### src/rtl/mem_arbiter_ctrl_pkg.sv
// Shared constants for the unified byte-wide RAM/IO bus arbiter.
package mem_arbiter_ctrl_pkg;

  localparam logic [1:0] ST_IDLE  = 2'd0;
  localparam logic [1:0] ST_READ  = 2'd1;
  localparam logic [1:0] ST_WRITE = 2'd2;
  localparam logic [1:0] ST_DONE  = 2'd3;

  localparam logic [1:0] LEN_B = 2'b00;
  localparam logic [1:0] LEN_H = 2'b01;
  localparam logic [1:0] LEN_W = 2'b10;

  localparam logic [1:0]  IO_REGION = 2'b11;
  localparam logic [31:0] ZERO_WORD = '0;

  function automatic logic [2:0] len_bytes(input logic [1:0] len);
    case (len)
      LEN_B:   len_bytes = 3'd1;
      LEN_H:   len_bytes = 3'd2;
      default: len_bytes = 3'd4;
    endcase
  endfunction

endpackage

### src/rtl/mem_arbiter_ctrl_if.sv
// Fetch port, data port and RAM/IO pins of the arbiter, grouped as one bundle.
interface mem_arbiter_ctrl_if #(parameter int unsigned ADDR_W = 32);

  logic              inst_needed;
  logic [ADDR_W-1:0] inst_addr;
  logic              inst_cancel;
  logic              inst_rdy;
  logic              inst_busy;
  logic [31:0]       inst_data;

  logic              data_needed;
  logic              data_wr;
  logic [1:0]        data_len;
  logic [ADDR_W-1:0] data_addr;
  logic [31:0]       data_wdata;
  logic              data_rdy;
  logic              data_busy;
  logic [31:0]       data_rdata;

  logic [7:0]        ram_din;
  logic [7:0]        ram_dout;
  logic [ADDR_W-1:0] ram_a;
  logic              ram_wr;
  logic              io_buffer_full;

  modport slave (
    input  inst_needed, inst_addr, inst_cancel,
    input  data_needed, data_wr, data_len, data_addr, data_wdata,
    input  ram_din, io_buffer_full,
    output inst_rdy, inst_busy, inst_data,
    output data_rdy, data_busy, data_rdata,
    output ram_dout, ram_a, ram_wr
  );

  modport master (
    output inst_needed, inst_addr, inst_cancel,
    output data_needed, data_wr, data_len, data_addr, data_wdata,
    output ram_din, io_buffer_full,
    input  inst_rdy, inst_busy, inst_data,
    input  data_rdy, data_busy, data_rdata,
    input  ram_dout, ram_a, ram_wr
  );

endinterface

### src/rtl/mem_byte_assembler.sv
// Little-endian 4x8 read assembly buffer with zero-extension, plus store byte select.
module mem_byte_assembler
  import mem_arbiter_ctrl_pkg::*;
(
  input  logic        clk,
  input  logic        rst,
  input  logic        clear,
  input  logic        load_wdata,
  input  logic [31:0] wdata_in,
  input  logic        capture,
  input  logic [1:0]  cap_idx,
  input  logic [7:0]  din,
  input  logic [1:0]  len,
  input  logic [1:0]  sel_idx,
  output logic [31:0] word,
  output logic [7:0]  wbyte
);

  logic [31:0] buffer;
  logic [31:0] merged;
  logic [31:0] wdata_q;

  // word includes the byte being captured this cycle so the last byte is usable at once
  always_comb begin
    merged = buffer;
    if (capture) merged[{cap_idx, 3'b000} +: 8] = din;
  end

  always_comb begin
    word = merged;
    case (len)
      LEN_B:   word = {24'h0, merged[7:0]};
      LEN_H:   word = {16'h0, merged[15:0]};
      default: word = merged;
    endcase
  end

  assign wbyte = wdata_q[{sel_idx, 3'b000} +: 8];

  always_ff @(posedge clk) begin
    if (rst) begin
      buffer  <= ZERO_WORD;
      wdata_q <= ZERO_WORD;
    end else begin
      if (clear)        buffer <= ZERO_WORD;
      else if (capture) buffer <= merged;
      if (load_wdata)   wdata_q <= wdata_in;
    end
  end

endmodule

### src/rtl/mem_arbiter_ctrl.sv
// Owner of the byte-wide RAM/IO bus: arbitrates fetch vs data, serialises bytes.
module mem_arbiter_ctrl
  import mem_arbiter_ctrl_pkg::*;
#(
  parameter int unsigned ADDR_W     = 32,
  parameter int unsigned IO_MASK_HI = 17
) (
  input logic               clk,
  input logic               rst,
  mem_arbiter_ctrl_if.slave bus
);

  logic [1:0]        state;
  logic              owner_inst;
  logic [ADDR_W-1:0] addr;
  logic [ADDR_W-1:0] ram_a_q;
  logic [1:0]        len;
  logic [2:0]        k;
  logic [2:0]        k_inc;
  logic [2:0]        nbytes;
  logic [1:0]        cap_idx;
  logic              cancel_q;
  logic              cancel_now;
  logic              hold;
  logic [31:0]       inst_data_q;
  logic [31:0]       data_rdata_q;
  logic [31:0]       word;
  logic              asm_clear;
  logic              asm_load;
  logic              asm_capture;

  assign nbytes     = len_bytes(len);
  assign k_inc      = k + 3'd1;
  assign cap_idx    = k[1:0] - 2'd1;
  assign hold       = (state == ST_WRITE) && (addr[IO_MASK_HI -: 2] == IO_REGION)
                      && bus.io_buffer_full;
  assign cancel_now = owner_inst && (cancel_q || bus.inst_cancel);

  assign asm_clear   = (state == ST_IDLE);
  assign asm_load    = (state == ST_IDLE) && bus.data_needed;
  assign asm_capture = (state == ST_READ) && (k != 3'd0);

  mem_byte_assembler u_asm (
    .clk        (clk),
    .rst        (rst),
    .clear      (asm_clear),
    .load_wdata (asm_load),
    .wdata_in   (bus.data_wdata),
    .capture    (asm_capture),
    .cap_idx    (cap_idx),
    .din        (bus.ram_din),
    .len        (len),
    .sel_idx    (k[1:0]),
    .word       (word),
    .wbyte      (bus.ram_dout)
  );

  // READ runs k = 0..N: address k is issued while byte k-1 (issued last cycle) is captured
  always_ff @(posedge clk) begin
    if (rst) begin
      state        <= ST_IDLE;
      owner_inst   <= 1'b0;
      addr         <= '0;
      ram_a_q      <= '0;
      len          <= LEN_B;
      k            <= '0;
      cancel_q     <= 1'b0;
      inst_data_q  <= ZERO_WORD;
      data_rdata_q <= ZERO_WORD;
    end else begin
      case (state)
        ST_IDLE: begin
          cancel_q <= 1'b0;
          k        <= '0;
          if (bus.data_needed) begin
            owner_inst <= 1'b0;
            addr       <= bus.data_addr;
            ram_a_q    <= bus.data_addr;
            len        <= bus.data_len;
            state      <= bus.data_wr ? ST_WRITE : ST_READ;
          end else if (bus.inst_needed) begin
            owner_inst <= 1'b1;
            addr       <= bus.inst_addr;
            ram_a_q    <= bus.inst_addr;
            len        <= LEN_W;
            state      <= ST_READ;
          end
        end
        ST_READ: begin
          if (cancel_now) cancel_q <= 1'b1;
          if (k == nbytes) begin
            state <= ST_DONE;
            if (owner_inst) begin
              if (!cancel_now) inst_data_q <= word;
            end else begin
              data_rdata_q <= word;
            end
          end else begin
            k <= k_inc;
            if (k_inc < nbytes) ram_a_q <= addr + ADDR_W'(k_inc);
          end
        end
        ST_WRITE: begin
          if (!hold) begin
            if (k_inc == nbytes) begin
              state <= ST_DONE;
            end else begin
              k       <= k_inc;
              ram_a_q <= addr + ADDR_W'(k_inc);
            end
          end
        end
        ST_DONE: begin
          if (cancel_now) cancel_q <= 1'b1;
          state <= ST_IDLE;
        end
        default: state <= ST_IDLE;
      endcase
    end
  end

  assign bus.ram_a      = ram_a_q;
  assign bus.ram_wr     = (state == ST_WRITE) && !hold;
  assign bus.inst_rdy   = (state == ST_DONE) && owner_inst && !cancel_now;
  assign bus.data_rdy   = (state == ST_DONE) && !owner_inst;
  assign bus.inst_busy  = owner_inst && ((state == ST_READ) || (state == ST_WRITE));
  assign bus.data_busy  = !owner_inst && ((state == ST_READ) || (state == ST_WRITE));
  assign bus.inst_data  = inst_data_q;
  assign bus.data_rdata = data_rdata_q;

endmodule

### src/flat_wrapper.sv
// flat-port wrapper written by rule: the top's interface ports become plain ports
module mem_arbiter_ctrl_flat import mem_arbiter_ctrl_pkg::*;
#(
  parameter int unsigned ADDR_W     = 32,
  parameter int unsigned IO_MASK_HI = 17
)
  (clk, rst, bus_inst_needed, bus_inst_addr, bus_inst_cancel, bus_data_needed, bus_data_wr, bus_data_len, bus_data_addr, bus_data_wdata, bus_ram_din, bus_io_buffer_full, bus_inst_rdy, bus_inst_busy, bus_inst_data, bus_data_rdy, bus_data_busy, bus_data_rdata, bus_ram_dout, bus_ram_a, bus_ram_wr);
  mem_arbiter_ctrl_if #(.ADDR_W(ADDR_W)) bus_i ();
  input logic clk;
  input logic rst;
  input wire logic [$bits(bus_i.inst_needed)-1:0] bus_inst_needed;
  input wire logic [$bits(bus_i.inst_addr)-1:0] bus_inst_addr;
  input wire logic [$bits(bus_i.inst_cancel)-1:0] bus_inst_cancel;
  input wire logic [$bits(bus_i.data_needed)-1:0] bus_data_needed;
  input wire logic [$bits(bus_i.data_wr)-1:0] bus_data_wr;
  input wire logic [$bits(bus_i.data_len)-1:0] bus_data_len;
  input wire logic [$bits(bus_i.data_addr)-1:0] bus_data_addr;
  input wire logic [$bits(bus_i.data_wdata)-1:0] bus_data_wdata;
  input wire logic [$bits(bus_i.ram_din)-1:0] bus_ram_din;
  input wire logic [$bits(bus_i.io_buffer_full)-1:0] bus_io_buffer_full;
  output wire logic [$bits(bus_i.inst_rdy)-1:0] bus_inst_rdy;
  output wire logic [$bits(bus_i.inst_busy)-1:0] bus_inst_busy;
  output wire logic [$bits(bus_i.inst_data)-1:0] bus_inst_data;
  output wire logic [$bits(bus_i.data_rdy)-1:0] bus_data_rdy;
  output wire logic [$bits(bus_i.data_busy)-1:0] bus_data_busy;
  output wire logic [$bits(bus_i.data_rdata)-1:0] bus_data_rdata;
  output wire logic [$bits(bus_i.ram_dout)-1:0] bus_ram_dout;
  output wire logic [$bits(bus_i.ram_a)-1:0] bus_ram_a;
  output wire logic [$bits(bus_i.ram_wr)-1:0] bus_ram_wr;
  assign bus_i.inst_needed = bus_inst_needed;
  assign bus_i.inst_addr = bus_inst_addr;
  assign bus_i.inst_cancel = bus_inst_cancel;
  assign bus_i.data_needed = bus_data_needed;
  assign bus_i.data_wr = bus_data_wr;
  assign bus_i.data_len = bus_data_len;
  assign bus_i.data_addr = bus_data_addr;
  assign bus_i.data_wdata = bus_data_wdata;
  assign bus_i.ram_din = bus_ram_din;
  assign bus_i.io_buffer_full = bus_io_buffer_full;
  assign bus_inst_rdy = bus_i.inst_rdy;
  assign bus_inst_busy = bus_i.inst_busy;
  assign bus_inst_data = bus_i.inst_data;
  assign bus_data_rdy = bus_i.data_rdy;
  assign bus_data_busy = bus_i.data_busy;
  assign bus_data_rdata = bus_i.data_rdata;
  assign bus_ram_dout = bus_i.ram_dout;
  assign bus_ram_a = bus_i.ram_a;
  assign bus_ram_wr = bus_i.ram_wr;
  mem_arbiter_ctrl #(.ADDR_W(ADDR_W), .IO_MASK_HI(IO_MASK_HI)) u_core (.clk(clk), .rst(rst), .bus(bus_i));
endmodule
### config.mk
export PLATFORM = sky130hd
export DESIGN_NAME = mem_arbiter_ctrl_flat
export DESIGN_NICKNAME = d
export VERILOG_FILES = /design/src/rtl/mem_arbiter_ctrl_pkg.sv /design/src/rtl/mem_arbiter_ctrl_if.sv /design/src/rtl/mem_byte_assembler.sv /design/src/rtl/mem_arbiter_ctrl.sv /design/src/flat_wrapper.sv
export SDC_FILE = /design/constraint.sdc
export NUM_CORES = 1
export LEC_CHECK = 0
export BUFFER_PORTS_ARGS = -buffer_cell sky130_fd_sc_hd__buf_2
export CAP_MARGIN = 0
export CORE_ASPECT_RATIO = 0.75
export CORE_UTILIZATION = 50
export CTS_CLUSTER_SIZE = 40
export DETAILED_ROUTE_END_ITERATION = 12
export GPL_ROUTABILITY_DRIVEN = 0
export PLACE_DENSITY = 0.87
export SYNTH_ARGS = -nofsm -noshare
export SYNTH_HDL_FRONTEND = slang
export SYNTH_SLANG_ARGS = --single-unit
### constraint.sdc
create_clock -name clk -period 4.4 [get_ports clk]
set_input_delay 1.1 -clock clk [delete_from_list [all_inputs] [get_ports clk]]
set_output_delay 1.1 -clock clk [all_outputs]
set_load 0.01 [all_outputs]
**Yosys cells after proc, flatten, opt, wreduce, memory -nomap -nowiden**

Cells that the tools add are included.

- Logic and storage cells: 95
- Input bits: 113
- Bits in registers: 201

- $lt $le $gt $ge: 1
- Reductions and logical operators: 31
- Bitwise operators: 2
- Shift-type cells: 3
- Equal/unequal tests: 15
- Add/sub/neg operators: 4
- Muxes and demuxes: 28

Operator list:

| kind | number |
|---|---|
| 32-bit 2-to-1 mux | 7 |
| 32-bit one-hot mux with 3 select lines | 1 |
| 32-bit one-hot mux with 2 select lines | 1 |
| 32-bit by 3-bit adder with 32-bit output | 1 |
| 32-bit bitwise mux | 1 |
| 8-bit by 7-bit variable shift with 32-bit output (first input constant) | 1 |
| 32-bit by 6-bit indexed part select with 8-bit output | 1 |
| 8-bit by 7-bit indexed part select with 32-bit output | 1 |
| 2-bit 2-to-1 mux | 8 |
| 2-bit != test (second input constant) | 6 |
| 4-bit AND reduction | 3 |
| 1-bit logical AND | 11 |
| 3-bit 2-to-1 mux | 3 |
| 3-bit one-hot mux with 3 select lines | 1 |
| 2-bit one-hot mux with 4 select lines | 1 |
| 5-bit negation with 7-bit output | 1 |
| 2-bit == test (second input constant) | 3 |
| 3-bit == test | 2 |
| 3-bit one-hot mux with 2 select lines | 1 |
| 6-bit AND reduction | 1 |
| 3-bit nonzero test | 2 |
| 2-bit by 1-bit == test with 1-bit output (second input constant) | 2 |
| 2-bit zero test | 2 |
| 2-bit AND reduction | 2 |
| 13 further kinds | 21 |

**Longest topological paths before layout**

Gate-level depths: netlist of the first run.

- Depth after elaboration: 6
- Gate-level depth with buffers: 11

**Modules after synthesis**

Synthesis of the first run repeated with hierarchy kept, for this count alone.

- Cell total of the unflattened synthesis: 1094
- Area total of the unflattened synthesis: 9614.2 µm²

Modules (own cells, without submodules):

| module | instances | cells each | area each (µm²) | sequential area each (µm²) |
|---|---|---|---|---|
| mem_arbiter_ctrl | 1 | 784 | 6392.4 | 2742.6 |
| mem_byte_assembler | 1 | 310 | 3221.8 | 1281.2 |

**Least setup slack after synthesis of the first run**

OpenSTA, ideal clock, no wires.

- Kind: reg2reg
- From: register u_core.k[0]
- To: register u_core.ram_a_q[28] (netlist: u_core.bus.ram_a[28])
- Cell stages (with the launch flop): 12
- Arrival: 3.571 ns
- Buffers on the path: 1
- Clock period less this slack: 3.688 ns
- Slack: 0.712 ns
- Setup time: 0.117 ns
- Path through: dfxtp_1 -> buf_1 -> inv_1 -> ha_1 -> inv_1 -> fa_1 -> nand2b_1 -> a211oi_1 -> and4_1 -> and4_1 -> o21ai_0 -> a22o_1

- Cells in the longest elaborated chain, start to end: 5
- Elaborated cells on any way between the ends: 14

RTL lines:

| element | RTL line | source |
|---|---|---|
| start: declaration | mem_arbiter_ctrl.sv:18 | `logic [2:0] k;` |
| start signal: assignment | mem_arbiter_ctrl.sv:99 | `k <= k_inc;` |
| start signal: assignment | mem_arbiter_ctrl.sv:108 | `k <= k_inc;` |
| 3-bit by 1-bit adder with 3-bit output | mem_arbiter_ctrl.sv:33 | `assign k_inc = k + 3'd1;` |
| 32-bit by 3-bit adder with 32-bit output | mem_arbiter_ctrl.sv:100, mem_arbiter_ctrl.sv:109 |  |
| 32-bit 2-to-1 mux, on equally long branches | mem_arbiter_ctrl.sv:105, mem_arbiter_ctrl.sv:100 |  |
| 32-bit 2-to-1 mux, on equally long branches | mem_arbiter_ctrl.sv:104, mem_arbiter_ctrl.sv:91 |  |
| 32-bit one-hot mux with 3 select lines | mem_arbiter_ctrl.sv:71 | `case (state)` |
| end signal: assignment | mem_arbiter_ctrl.sv:78 | `ram_a_q <= bus.data_addr;` |
| end signal: assignment | mem_arbiter_ctrl.sv:100 | `if (k_inc < nbytes) ram_a_q <= addr + ADDR_W'(k_inc);` |
| end signal: assignment | mem_arbiter_ctrl.sv:109 | `ram_a_q <= addr + ADDR_W'(k_inc);` |
| end: declaration | mem_arbiter_ctrl.sv:16 | `logic [ADDR_W-1:0] ram_a_q;` |

Several ways; a longest one is shown, not always the timed one. The select of a mux whose other input is x is not followed.
A chain may end at the register's enable or synchronous reset.

**Final worst setup path of the first run**

- From: register u_core.len[1]
- To: register u_core.inst_data_q[8] (netlist: u_core.bus.inst_data[8])

- Cells in the longest elaborated chain, start to end: 4
- Elaborated cells on any way between the ends: 6

RTL lines:

| element | RTL line | source |
|---|---|---|
| start: declaration | mem_arbiter_ctrl.sv:17 | `logic [1:0] len;` |
| start signal: assignment | mem_arbiter_ctrl.sv:79 | `len <= bus.data_len;` |
| 2-bit by 1-bit == test with 1-bit output or 2-bit zero test (tied branches) | mem_arbiter_ctrl_pkg.sv:17, mem_byte_assembler.sv:31 |  |
| 3-bit one-hot mux with 2 select lines | mem_arbiter_ctrl_pkg.sv:17 | `case (len)` |
| 3-bit == test | mem_arbiter_ctrl.sv:91 | `if (k == nbytes) begin` |
| 4-bit AND reduction (no line) | - |  |
| end signal: assignment | mem_arbiter_ctrl.sv:94 | `if (!cancel_now) inst_data_q <= word;` |
| end: declaration | mem_arbiter_ctrl.sv:25 | `logic [31:0] inst_data_q;` |

Several ways; a longest one is shown, not always the timed one.

==> run summary, run 1 <==
Status = complete, no violations
DR vias = 8344
Layout Nets = 1384
Initial antenna violation count = 2
GRT Overall Usage = 26.28%
CTS tree = done
Syn avg cell area = 8.380 um^2
Final core occ = 63.14%
Critical Path RT = 4.74 ns
Rows = 41
Hold Buf Count CTS = 0
# H-tree levels = 1
Register area share after synthesis = 44.92%
DIE AREA = 18460 um^2
Clock slew at reported path FFs = 0.06 ns
Final Critical Period = 3.733 ns
Port Buffers = 221
Crit path launch type = register
Core ar. = 17190 um^2
Syn Std Cell Area = 8959 um^2
Clock share of power = 27.3%
Top delay family on crit path = simple AND/OR/NAND/NOR gates
CP arrival = 4.07 ns
Predominant post-synthesis flop cell = dfxtp_1
CTS buffer count = 21
Count of endpoints failing setup in the final report = 0
Clock Path Buffers = 3
CP Capture Type = register
Clock Skews = 0.006704 ns
Leak Pwr = 4.669 nW
RSZ-0062 raised after global routing = false
Setup tns final = 0 ns
Grt ovf = 0
DRT Pass-1 Iters = 5
Drt drc = 0
Period utilization = 84.85%
Antenna Nets Post-Route = 0
Final Max Slew Viols = 0
Detailed-route wire length per cell = 16.05 um
Initial core utilization = 52.13%
Switch Pwr = 2.242 mW
Chip width = 156.6 um
Final hold slack = 0.4539 ns
Worst-Margin Slew = 1.148 ns
Slew margin rel. = 22.78%
Switching share of power = 36.17%
CTS root buf = clkbuf_16
Number of global-route vias before repair = 7848
First-pass GRT wire length = 39410 um
Pwr dens = 571.2 nW/um^2
CP cell instances = nor2_1 > ha_1 > or4b_2 > o22ai_1 > nand3_1 > nand2_1 > a21oi_1
DRT iter0 DRCs = 714
Maximum VDD drop = 0.2684 mV
Register share of total power = 38.2%
Syn Nets = 1199
Worst setup path class = register to register
Largest net degree at the start of global routing = 66
CP bufs+invs = 0
Int Pwr = 3.956 mW
Worst Hold Class = register to register
Vias/cell = 5.552
Post-CTS Setup Inserts = 0
DP HPWL = 17290 um
Fmax = 267.9 MHz
I/O Pins = 222
Post-Syn Instances = 1069
Clock sink count = 201
Worst-Skew Late Latency = 0.49 ns
Final Power = 6.198 mW
EDFF count, synth = 0
Cts repair resizes = 0
Crit-path max FO = 24
Post-synthesis async set-or-reset flop share = 0%
Max-cap violations = 0
Seq cells post-synth = 201
Final Hold Vio Count = 0
Combinational Power Share = 34.5%
Most common cell after layout, fill and taps aside = buf_2
CP max stage delay = 0.80 ns
Total Wirelength = 24130 um
Ys Warns = 0
Commonest non-fill, non-tap cells in the layout = buf_2, dfxtp_1, nand2_1
Share of cells above drive strength 1 = 22.35%
Area Growth Syn to Fin = 21.12%
Chip height = 117.9 um
Yosys cell types = 46
Slowest CP cell = nand3_1
## cell usage after synthesis (10+ instances only)
cell,count,area [um^2]
dfxtp_1,201,4024
nand2_1,200,750.7
nor2_1,142,533.0
a21oi_1,114,570.6
mux2i_1,63,630.6
clkbuf_1,59,221.5
a211oi_1,55,412.9
and2_1,20,125.1
xor2_1,19,166.4
ha_1,16,200.2
o21ai_0,15,75.07
nand3_1,14,70.07
inv_1,13,48.80
o211ai_1,12,90.09
a32o_1,10,100.1
## cell type report
cell class | instances | area (um^2)
fill | 1405 | 6335
clock buffer | 29 | 595.6
multi-input combinational | 779 | 4598
antenna | 1 | 2.502
sequential | 201 | 4024
clock inverter | 6 | 57.56
tap | 236 | 295.3
timing repair buffer | 236 | 1221
inverter | 15 | 56.30
## worst reg2reg max path: stages (launching register included)
cell	delay [ns]
dfxtp_1	0.35
nor2_1	0.57
ha_1	0.39
or4b_2	0.62
o22ai_1	0.47
nand3_1	0.81
nand2_1	0.30
a21oi_1	0.09
## power by group through the flow
stage / clock network (mW) / registers, mW / logic [mW]
after floorplan: 0 / 2.40 / 1.46
after CTS: 1.72 / 2.36 / 2.13
final: 1.69 / 2.37 / 2.14
after detailed placement: 0 / 2.40 / 2.12
after global routing: 1.79 / 2.40 / 2.36
after global placement: 0 / 2.39 / 2.06
## worst paths after layout
path                            depth (start not counted)                       end                      from  slack (ns)
worst max register to register                          7   u_core.bus.inst_data[8]             u_core.len[1]        0.67
worst min register to register                          2  u_core.bus.inst_data[20]  u_core.bus.inst_data[20]        0.45
worst min-delay path                                    2  u_core.bus.inst_data[20]  u_core.bus.inst_data[20]        0.45
worst max-delay path                                    7   u_core.bus.inst_data[8]             u_core.len[1]        0.67
## logic make-up (layout without fill, tap and decap cells)
| family | after synthesis | after routing | synth area share (%) |
|---|---|---|---|
| AOI/OAI and AO/OA | 237 | 237 | 16.58 |
| xor gates and xnor gates | 24 | 24 | 2.346 |
| adders and majority gates | 17 | 17 | 2.458 |
| buffers and inverters | 89 | 286 | 3.939 |
| DFF | 201 | 201 | 44.92 |
| muxes | 71 | 71 | 9.050 |
| other | 0 | 1 | 0 |
| and+or+nand+nor | 430 | 430 | 20.71 |
## sequential cells by signal, summed over array words and instances (netlist names)
register / cells
u_core.addr: 32
u_core.bus.data_rdata: 32
u_core.bus.inst_data: 32
u_core.bus.ram_a: 32
u_core.u_asm.buffer: 32
u_core.u_asm.wdata_q: 32
u_core.k: 3
u_core.len: 2
u_core.state: 2
u_core.cancel_q: 1
u_core.owner_inst: 1
## routing by layer
metal | vias to the layer above | GRT usage (%) | part of all wire, %
met1 | 3893 | 36.86 | 45
met2 | 334 | 41.38 | 45
met4 | 2 | 6.863 | 1.8
met3 | 44 | 4.750 | 8.1
li1 | 4071 | - | -
met5 | - | 0 | 0.054
## per-stage QoR
| step | area [um^2] | setup WS, ns | cells |
|---|---|---|---|
| 3_3_place_gp | 10190 | 0.8699 | 1467 |
| 4_1_cts | 10850 | 0.7134 | 1502 |
| 6_report | 10850 | 0.6666 | 1503 |
| 3_5_place_dp | 10190 | 0.7013 | 1467 |
| 2_1_floorplan | 8959 | 0.7124 | 1069 |
| 5_1_grt | 10850 | 0.3847 | 1502 |
No activity file was read; power rests on OpenSTA's default activity.
==> run 2, diff against run 1 <==
==> constraint.sdc (replaced) <==
create_clock -name clk -period 3.7 [get_ports clk]
set_input_delay 0.925 -clock clk [delete_from_list [all_inputs] [get_ports clk]]
set_output_delay 0.925 -clock clk [all_outputs]
set_load 0.01 [all_outputs]
==> run 2 against run 1 <==
Net effect:
- via count stayed put
- clock power is 22% higher
- critical path type unchanged
- global-route usage fell by 0.84 points
- final cell count grew 0.60%
- sequential power up 19%
- clock-buffer cell count is the same
==> run summary, run 2 (synthesized netlist as in run 1, its figures left out) <==
RSZ-0062 raised after global routing = false (unchanged)
Port Buffers = 221 (unchanged)
Commonest non-fill, non-tap cells in the layout = buf_2, dfxtp_1, nand2_1 (unchanged)
Crit-path max FO = 9 (was 24)
Share of cells above drive strength 1 = 22.76% (was 22.35%)
Antenna Nets Post-Route = 0 (unchanged)
Final Max Slew Viols = 0 (unchanged)
Clock slew at reported path FFs = 0.06 ns (about the same)
Largest net degree at the start of global routing = 98 (was 66)
Initial antenna violation count = 1 (was 2)
Clock share of power = 27.7% (was 27.3%)
Int Pwr = 4.800 mW (was 3.956 mW)
Clock sink count = 201 (unchanged)
Register share of total power = 37.7% (was 38.2%)
GRT Overall Usage = 25.44% (was 26.28%)
Slew margin rel. = 28.31% (was 22.78%)
Maximum VDD drop = 0.3206 mV (was 0.2684 mV)
Status = complete, no violations (unchanged)
Final Hold Vio Count = 0 (unchanged)
Dpl ws = 0.4852 ns (was 0.7013 ns)
Max-cap violations = 0 (unchanged)
Clock Path Buffers = 3 (unchanged)
Cts repair resizes = 0 (unchanged)
DP HPWL = 16910 um (was 17290 um)
Drt drc = 0 (unchanged)
I/O Pins = 222 (unchanged)
Vias/cell = 5.519 (was 5.552)
Critical Path RT = 4.05 ns (was 4.74 ns)
DIE AREA = 18460 um^2 (unchanged)
# H-tree levels = 1 (unchanged)
Chip width = 156.6 um (unchanged)
Hold_sp = u_core.u_asm.wdata_q[21] (was u_core.bus.inst_data[20])
CP arrival = 3.63 ns (was 4.07 ns)
CTS root buf = clkbuf_16 (unchanged)
Reg2reg start = u_core.len[1] (unchanged)
Combinational Power Share = 34.6% (was 34.5%)
First-pass GRT wire length = 38120 um (was 39410 um)
Worst hold path depth = 2 (unchanged)
Worst setup path class = register to register (unchanged)
CTS buffer count = 21 (unchanged)
Hold EP = u_core.u_asm.wdata_q[21] (was u_core.bus.inst_data[20])
Final Critical Period = 3.287 ns (was 3.733 ns)
R2r worst-path depth = 10 (was 7)
Period utilization = 88.85% (was 84.85%)
Fmax = 304.2 MHz (was 267.9 MHz)
Initial core utilization = 52.13% (unchanged)
Number of global-route vias before repair = 7550 (was 7848)
Grt ovf = 0 (unchanged)
Worst-Skew Late Latency = 0.49 ns (about the same)
Hold Buf Count CTS = 0 (unchanged)
Detailed-route wire length per cell = 15.72 um (was 16.05 um)
CP Capture Type = register (unchanged)
DRT Pass-1 Iters = 5 (unchanged)
Worst Hold Class = register to register (unchanged)
Area Growth Syn to Fin = 22.12% (was 21.12%)
Layout Nets = 1392 (was 1384)
Chip height = 117.9 um (unchanged)
Switching share of power = 35.77% (was 36.17%)
Setup tns final = 0 ns (unchanged)
Reg2reg end = u_core.bus.ram_a[27] (was u_core.bus.inst_data[8])
Final Power = 7.473 mW (was 6.198 mW)
DR vias = 8344 (unchanged)
Most common cell after layout, fill and taps aside = buf_2 (unchanged)
Total Wirelength = 23780 um (was 24130 um)
Clock Skews = 0.009852 ns (was 0.006704 ns)
Count of endpoints failing setup in the final report = 0 (unchanged)
DRT iter0 DRCs = 683 (was 714)
Final WS setup = 0.4126 ns (was 0.6666 ns)
Switch Pwr = 2.673 mW (was 2.242 mW)
Pwr dens = 683.1 nW/um^2 (was 571.2 nW/um^2)
Leak Pwr = 4.717 nW (was 4.669 nW)
Core ar. = 17190 um^2 (unchanged)
Fillers = 1464 (was 1405)
Crit path launch type = register (unchanged)
Post-CTS Setup Inserts = 0 (unchanged)
Reg-to-reg slack, setup = 0.41 ns (was 0.67 ns)
Rows = 41 (unchanged)
Worst-Margin Slew = 1.071 ns (was 1.148 ns)
CTS tree = done (unchanged)
-- run 2: power groups by stage --
stage / Combinational (mW) / Sequential [mW] / Clock, mW
after detailed placement: 2.56 / 2.85 / 0
final: 2.59 / 2.81 / 2.07
after global routing: 2.85 / 2.85 / 2.19
after global placement: 2.50 / 2.84 / 0
after CTS: 2.57 / 2.81 / 2.10
after floorplan: 1.73 / 2.86 / 0
-- run 2: per-layer routing --
metal,vias up,track usage [%],share of wire (%),wire (um)
met5,-,0,0.055,13
met4,2,5.821,1.9,454
met3,34,4.234,7.5,1784
met2,349,40.43,45,10710
met1,3867,35.89,45,10810
li1,4092,-,-,-
-- run 2: layout make-up --
| class | instances | area, um^2 | area share (%) |
|---|---|---|---|
| multi-input combinational | 779 | 4598 | 42.03 |
| sequential | 201 | 4024 | 36.78 |
| timing repair buffer | 244 | 1294 | 11.83 |
| clock buffer | 29 | 585.6 | 5.352 |
| tap | 236 | 295.3 | 2.699 |
| clock inverter | 6 | 82.58 | 0.7548 |
| inverter | 15 | 56.30 | 0.5146 |
| antenna | 2 | 5.005 | 0.04575 |
-- run 2: worst max-delay path by stage --
stage | from | endpoint | slack, ns | depth (start not counted)
detailed placement | u_core.len[1] | u_core.bus.data_rdata[19] | 0.49 | 8
global route | u_core.len[1] | u_core.bus.data_rdata[19] | 0.25 | 8
finish | u_core.len[1] | u_core.bus.ram_a[27] | 0.41 | 10
CTS | u_core.len[1] | u_core.bus.data_rdata[19] | 0.47 | 8
floorplan | u_core.k[0] | u_core.bus.ram_a[28] | 0.01 | 11
global placement | u_core.len[1] | u_core.bus.data_rdata[12] | 0.55 | 8
-- run 2: per-stage QoR --
step / instance area, um^2 / utilization [%] / hold slack (ns) / std cells
after CTS: 10940 / 63.63 / 0.4525 / 1510
after global routing: 10940 / 63.63 / 0.4676 / 1510
after floorplan: 8959 / - / 0.4331 / 1069
final: 10940 / 63.66 / 0.4494 / 1512
after global placement: 10270 / 59.75 / 0.4384 / 1475
after detailed placement: 10270 / 59.75 / 0.4443 / 1475
-- run 2: worst max-delay path, cell delays in order (launching register included) --
cell,delay (ns)
dfxtp_1,0.36
nor2_1,0.59
ha_1,0.39
or4b_2,0.62
o22ai_1,0.16
buf_4,0.16
a211o_2,0.19
nor2_1,0.07
buf_4,0.18
nand2_1,0.29
o22ai_1,0.14
==> run 3, diff against run 2 <==
--- a/config.mk
+++ b/config.mk
@@ -9,10 +9,12 @@
 export CAP_MARGIN = 0
 export CORE_ASPECT_RATIO = 0.75
 export CORE_UTILIZATION = 50
+export CTS_BUF_LIST = sky130_fd_sc_hd__clkbuf_2 sky130_fd_sc_hd__clkbuf_4 sky130_fd_sc_hd__clkbuf_8
 export CTS_CLUSTER_SIZE = 40
 export DETAILED_ROUTE_END_ITERATION = 12
 export GPL_ROUTABILITY_DRIVEN = 0
-export PLACE_DENSITY = 0.87
+export PLACE_DENSITY = 0.86
 export SYNTH_ARGS = -nofsm -noshare
 export SYNTH_HDL_FRONTEND = slang
+export SYNTH_HIERARCHICAL = 1
 export SYNTH_SLANG_ARGS = --single-unit
==> run 3 against run 2 <==
Net effect:
- final cell count is 2.1% higher
- worst hold slack got worse by 0.00059 ns
- power is 7.2% higher
- wire length is 9.9% higher
- via count is 4.9% higher
- largest cell class unchanged
- area after synthesis grew 7.3%
- clock power about the same
- setup slack better by 0.20 ns
- sequential power about the same
==> run summary, run 3 <==
DIE AREA = 19790 um^2 (was 18460 um^2)
Clock Skews = 0.02570 ns (was 0.009852 ns)
Worst hold path depth = 2 (unchanged)
Chip height = 122.1 um (was 117.9 um)
Final Cell Area = 11510 um^2 (was 10940 um^2)
Clock slew at reported path FFs = 0.07 ns (was 0.06 ns)
Chip width = 162.1 um (was 156.6 um)
Post-CTS Setup Inserts = 0 (unchanged)
Worst setup path class = register to register (unchanged)
Post-Synth Simple-Gate Area = 18.77% (was 20.71%)
Clock Path Buffers = 3 (unchanged)
Predominant post-synthesis flop cell = dfxtp_1 (unchanged)
Largest net degree at the start of global routing = 74 (was 98)
Reg2reg end = u_core/bus.ram_a[31] (was u_core.bus.ram_a[27])
Area Growth Syn to Fin = 19.77% (was 22.12%)
Placed cell count = 1484 (was 1475)
DRT Pass-1 Iters = 5 (unchanged)
Post-placement cell area = 10780 um^2 (was 10270 um^2)
Yosys cell types = 72 (was 46)
Worst-Margin Slew = 1.188 ns (was 1.071 ns)
Number of global-route vias before repair = 8087 (was 7550)
Port Buffers = 221 (unchanged)
DR vias = 8750 (was 8344)
Maximum VDD drop = 0.5003 mV (was 0.3206 mV)
Most common cell after layout, fill and taps aside = buf_2 (unchanged)
Slew margin rel. = 20.81% (was 28.31%)
Seq cells post-synth = 201 (unchanged)
Ys Warns = 6 (was 0)
I/O Pins = 222 (unchanged)
Commonest non-fill, non-tap cells in the layout = buf_2, dfxtp_1, nand2_1 (unchanged)
Period utilization = 83.50% (was 88.85%)
Critical Path RT = 4.19 ns (was 4.05 ns)
GRT Overall Usage = 25.68% (was 25.44%)
Total Wirelength = 26130 um (was 23780 um)
Detailed-route wire length per cell = 16.94 um (was 15.72 um)
Top cells by area, synth = dfxtp_1, mux2i_1, nand2_1 (was dfxtp_1, nand2_1, mux2i_1)
Hold_sp = u_core/bus.inst_data[20] (was u_core.u_asm.wdata_q[21])
Synth top cells by count = dfxtp_1, nand2_1, a21oi_1 (was dfxtp_1, nand2_1, nor2_1)
Largest area contributor in the netlist = dfxtp_1 (unchanged)
Share of cells above drive strength 1 = 25.95% (was 22.76%)
Largest family of logic cells by synthesized area = compound AO/OA/AOI/OAI gates (was simple AND/OR/NAND/NOR gates)
Worst Hold Class = register to register (unchanged)
Synth top area share = 41.85% (was 44.92%)
Crit-path max FO = 39 (was 9)
Pwr dens = 695.6 nW/um^2 (was 683.1 nW/um^2)
# H-tree levels = 1 (unchanged)
Worst-Skew Late Latency = 0.57 ns (was 0.49 ns)
Count of endpoints failing setup in the final report = 0 (unchanged)
Setup tns final = 0 ns (unchanged)
Grt ovf = 0 (unchanged)
Final core occ = 61.68% (was 63.66%)
Vias/cell = 5.671 (was 5.519)
DRT iter0 DRCs = 763 (was 683)
Synth Area in Adders = 2.421% (was 2.458%)
Reg-to-reg slack, setup = 0.61 ns (was 0.41 ns)
DP HPWL = 17990 um (was 16910 um)
EDFF count, synth = 0 (unchanged)
Synth Area in Compound Gates = 19.04% (was 16.58%)
Syn Nets = 1225 (was 1199)
Leak Pwr = 4.743 nW (was 4.717 nW)
Drt drc = 0 (unchanged)
Rows = 43 (was 41)
Register area share after synthesis = 41.85% (was 44.92%)
CTS root buf = clkbuf_8 (was clkbuf_16)
Core ar. = 18670 um^2 (was 17190 um^2)
CTS tree = done (unchanged)
Final Max Slew Viols = 0 (unchanged)
CTS buffer count = 31 (was 21)
Post-Syn Instances = 1094 (was 1069)
Cts repair resizes = 0 (unchanged)
Layout Nets = 1401 (was 1392)
Initial antenna violation count = 1 (unchanged)
Status = complete, no violations (unchanged)
Final Hold Vio Count = 0 (unchanged)
Max-cap violations = 0 (unchanged)
Post-synthesis mux area share = 9.800% (was 9.050%)
Clock sink count = 201 (unchanged)
Hold EP = u_core/bus.inst_data[20] (was u_core.u_asm.wdata_q[21])
Final Critical Period = 3.090 ns (was 3.287 ns)
RSZ-0062 raised after global routing = false (unchanged)
Post-synthesis xor/xnor area fraction = 2.460% (was 2.346%)
Antenna Nets Post-Route = 0 (unchanged)
Reg2reg start = u_core/k[0] (was u_core.len[1])
R2r worst-path depth = 10 (unchanged)
First-pass GRT wire length = 41210 um (was 38120 um)
Crit path launch type = register (unchanged)
CP Capture Type = register (unchanged)
Fmax = 323.7 MHz (was 304.2 MHz)
Hold Buf Count CTS = 0 (unchanged)
Fillers = 1598 (was 1464)
Syn Std Cell Area = 9614 um^2 (was 8959 um^2)
CP arrival = 3.58 ns (was 3.63 ns)
Syn avg cell area = 8.788 um^2 (was 8.380 um^2)
Fin cells = 1543 (was 1512)
Post-synthesis async set-or-reset flop share = 0% (unchanged)
Initial core utilization = 51.50% (was 52.13%)
Top-count cell post-synth = dfxtp_1 (unchanged)
## run 3: cell count changes in the layout (fill, tap and decap cells not counted), sizes merged, moves of 16 or more
cell     delta
inv        +18
a211oi     -19
o32ai      +16
o2bb2ai    +32
nor2       -53
clkbuf     +23
## run 3: cells by family after synthesis
group,after synthesis
AND/OR/NAND/NOR,384
AO/OA/AOI/OAI,253
flip-flops,201
buffers and inverters,127
multiplexers,84
XOR/XNOR,27
adder cells (fa/ha/maj),18
## run 3: worst max path at each step
| stage | slack [ns] | from | to |
|---|---|---|---|
| global route | 0.32 | u_core/k[0] | u_core/bus.ram_a[31] |
| floorplan | 0.83 | bus_data_needed | u_core/u_asm/wdata_q[10] |
| detailed placement | 0.63 | u_core/k[0] | u_core/bus.ram_a[31] |
| global placement | 0.79 | u_core/k[0] | u_core/bus.ram_a[31] |
| finish | 0.61 | u_core/k[0] | u_core/bus.ram_a[31] |
| CTS | 0.61 | u_core/k[0] | u_core/bus.ram_a[31] |
## run 3: final cells by class
class                           count  area (um^2)  area share [%]
Tap cell                          247        309.0           2.684
Sequential cell                   201         4024           34.95
Inverter                           32        120.1           1.043
Clock buffer                       52        671.9           5.835
Clock inverter                      6        57.56          0.4998
Multi-Input combinational cell    766         5069           44.02
Timing Repair Buffer              238         1261           10.95
Antenna cell                        1        2.502         0.02173
## run 3: worst max-delay path, stage by stage (launching register included)
cell	delay, ns
dfxtp_1	0.40
buf_4	0.26
ha_1	0.23
xor2_1	0.28
ha_1	0.31
a41oi_1	0.27
nand2_1	0.11
or3_1	0.40
buf_4	0.28
a2111oi_0	0.32
a311o_1	0.17
## run 3: where the power goes
part / internal, mW / switching [mW]
registers: 2.51 / 0.280
clock network: 1.21 / 0.865
logic: 1.21 / 1.93
## run 3: per-stage QoR
stage | setup slack, ns | power (mW) | hold WS [ns]
finish | 0.6103 | 8.009 | 0.4489
global route | 0.3176 | 8.489 | 0.4673
CTS | 0.6057 | 8.011 | 0.4520
detailed placement | 0.6308 | 5.919 | 0.4425
global placement | 0.7896 | 5.824 | 0.4343
floorplan | 0.8277 | 5.055 | 0.4248
## run 3: metal layers
layer	vias to the layer above	global-route usage (%)	part of all wire, %
met5	-	0	0
met4	0	7.370	1.9
met3	46	6.878	10
met2	407	38.12	43
met1	4077	36.34	45
li1	4220	-	-
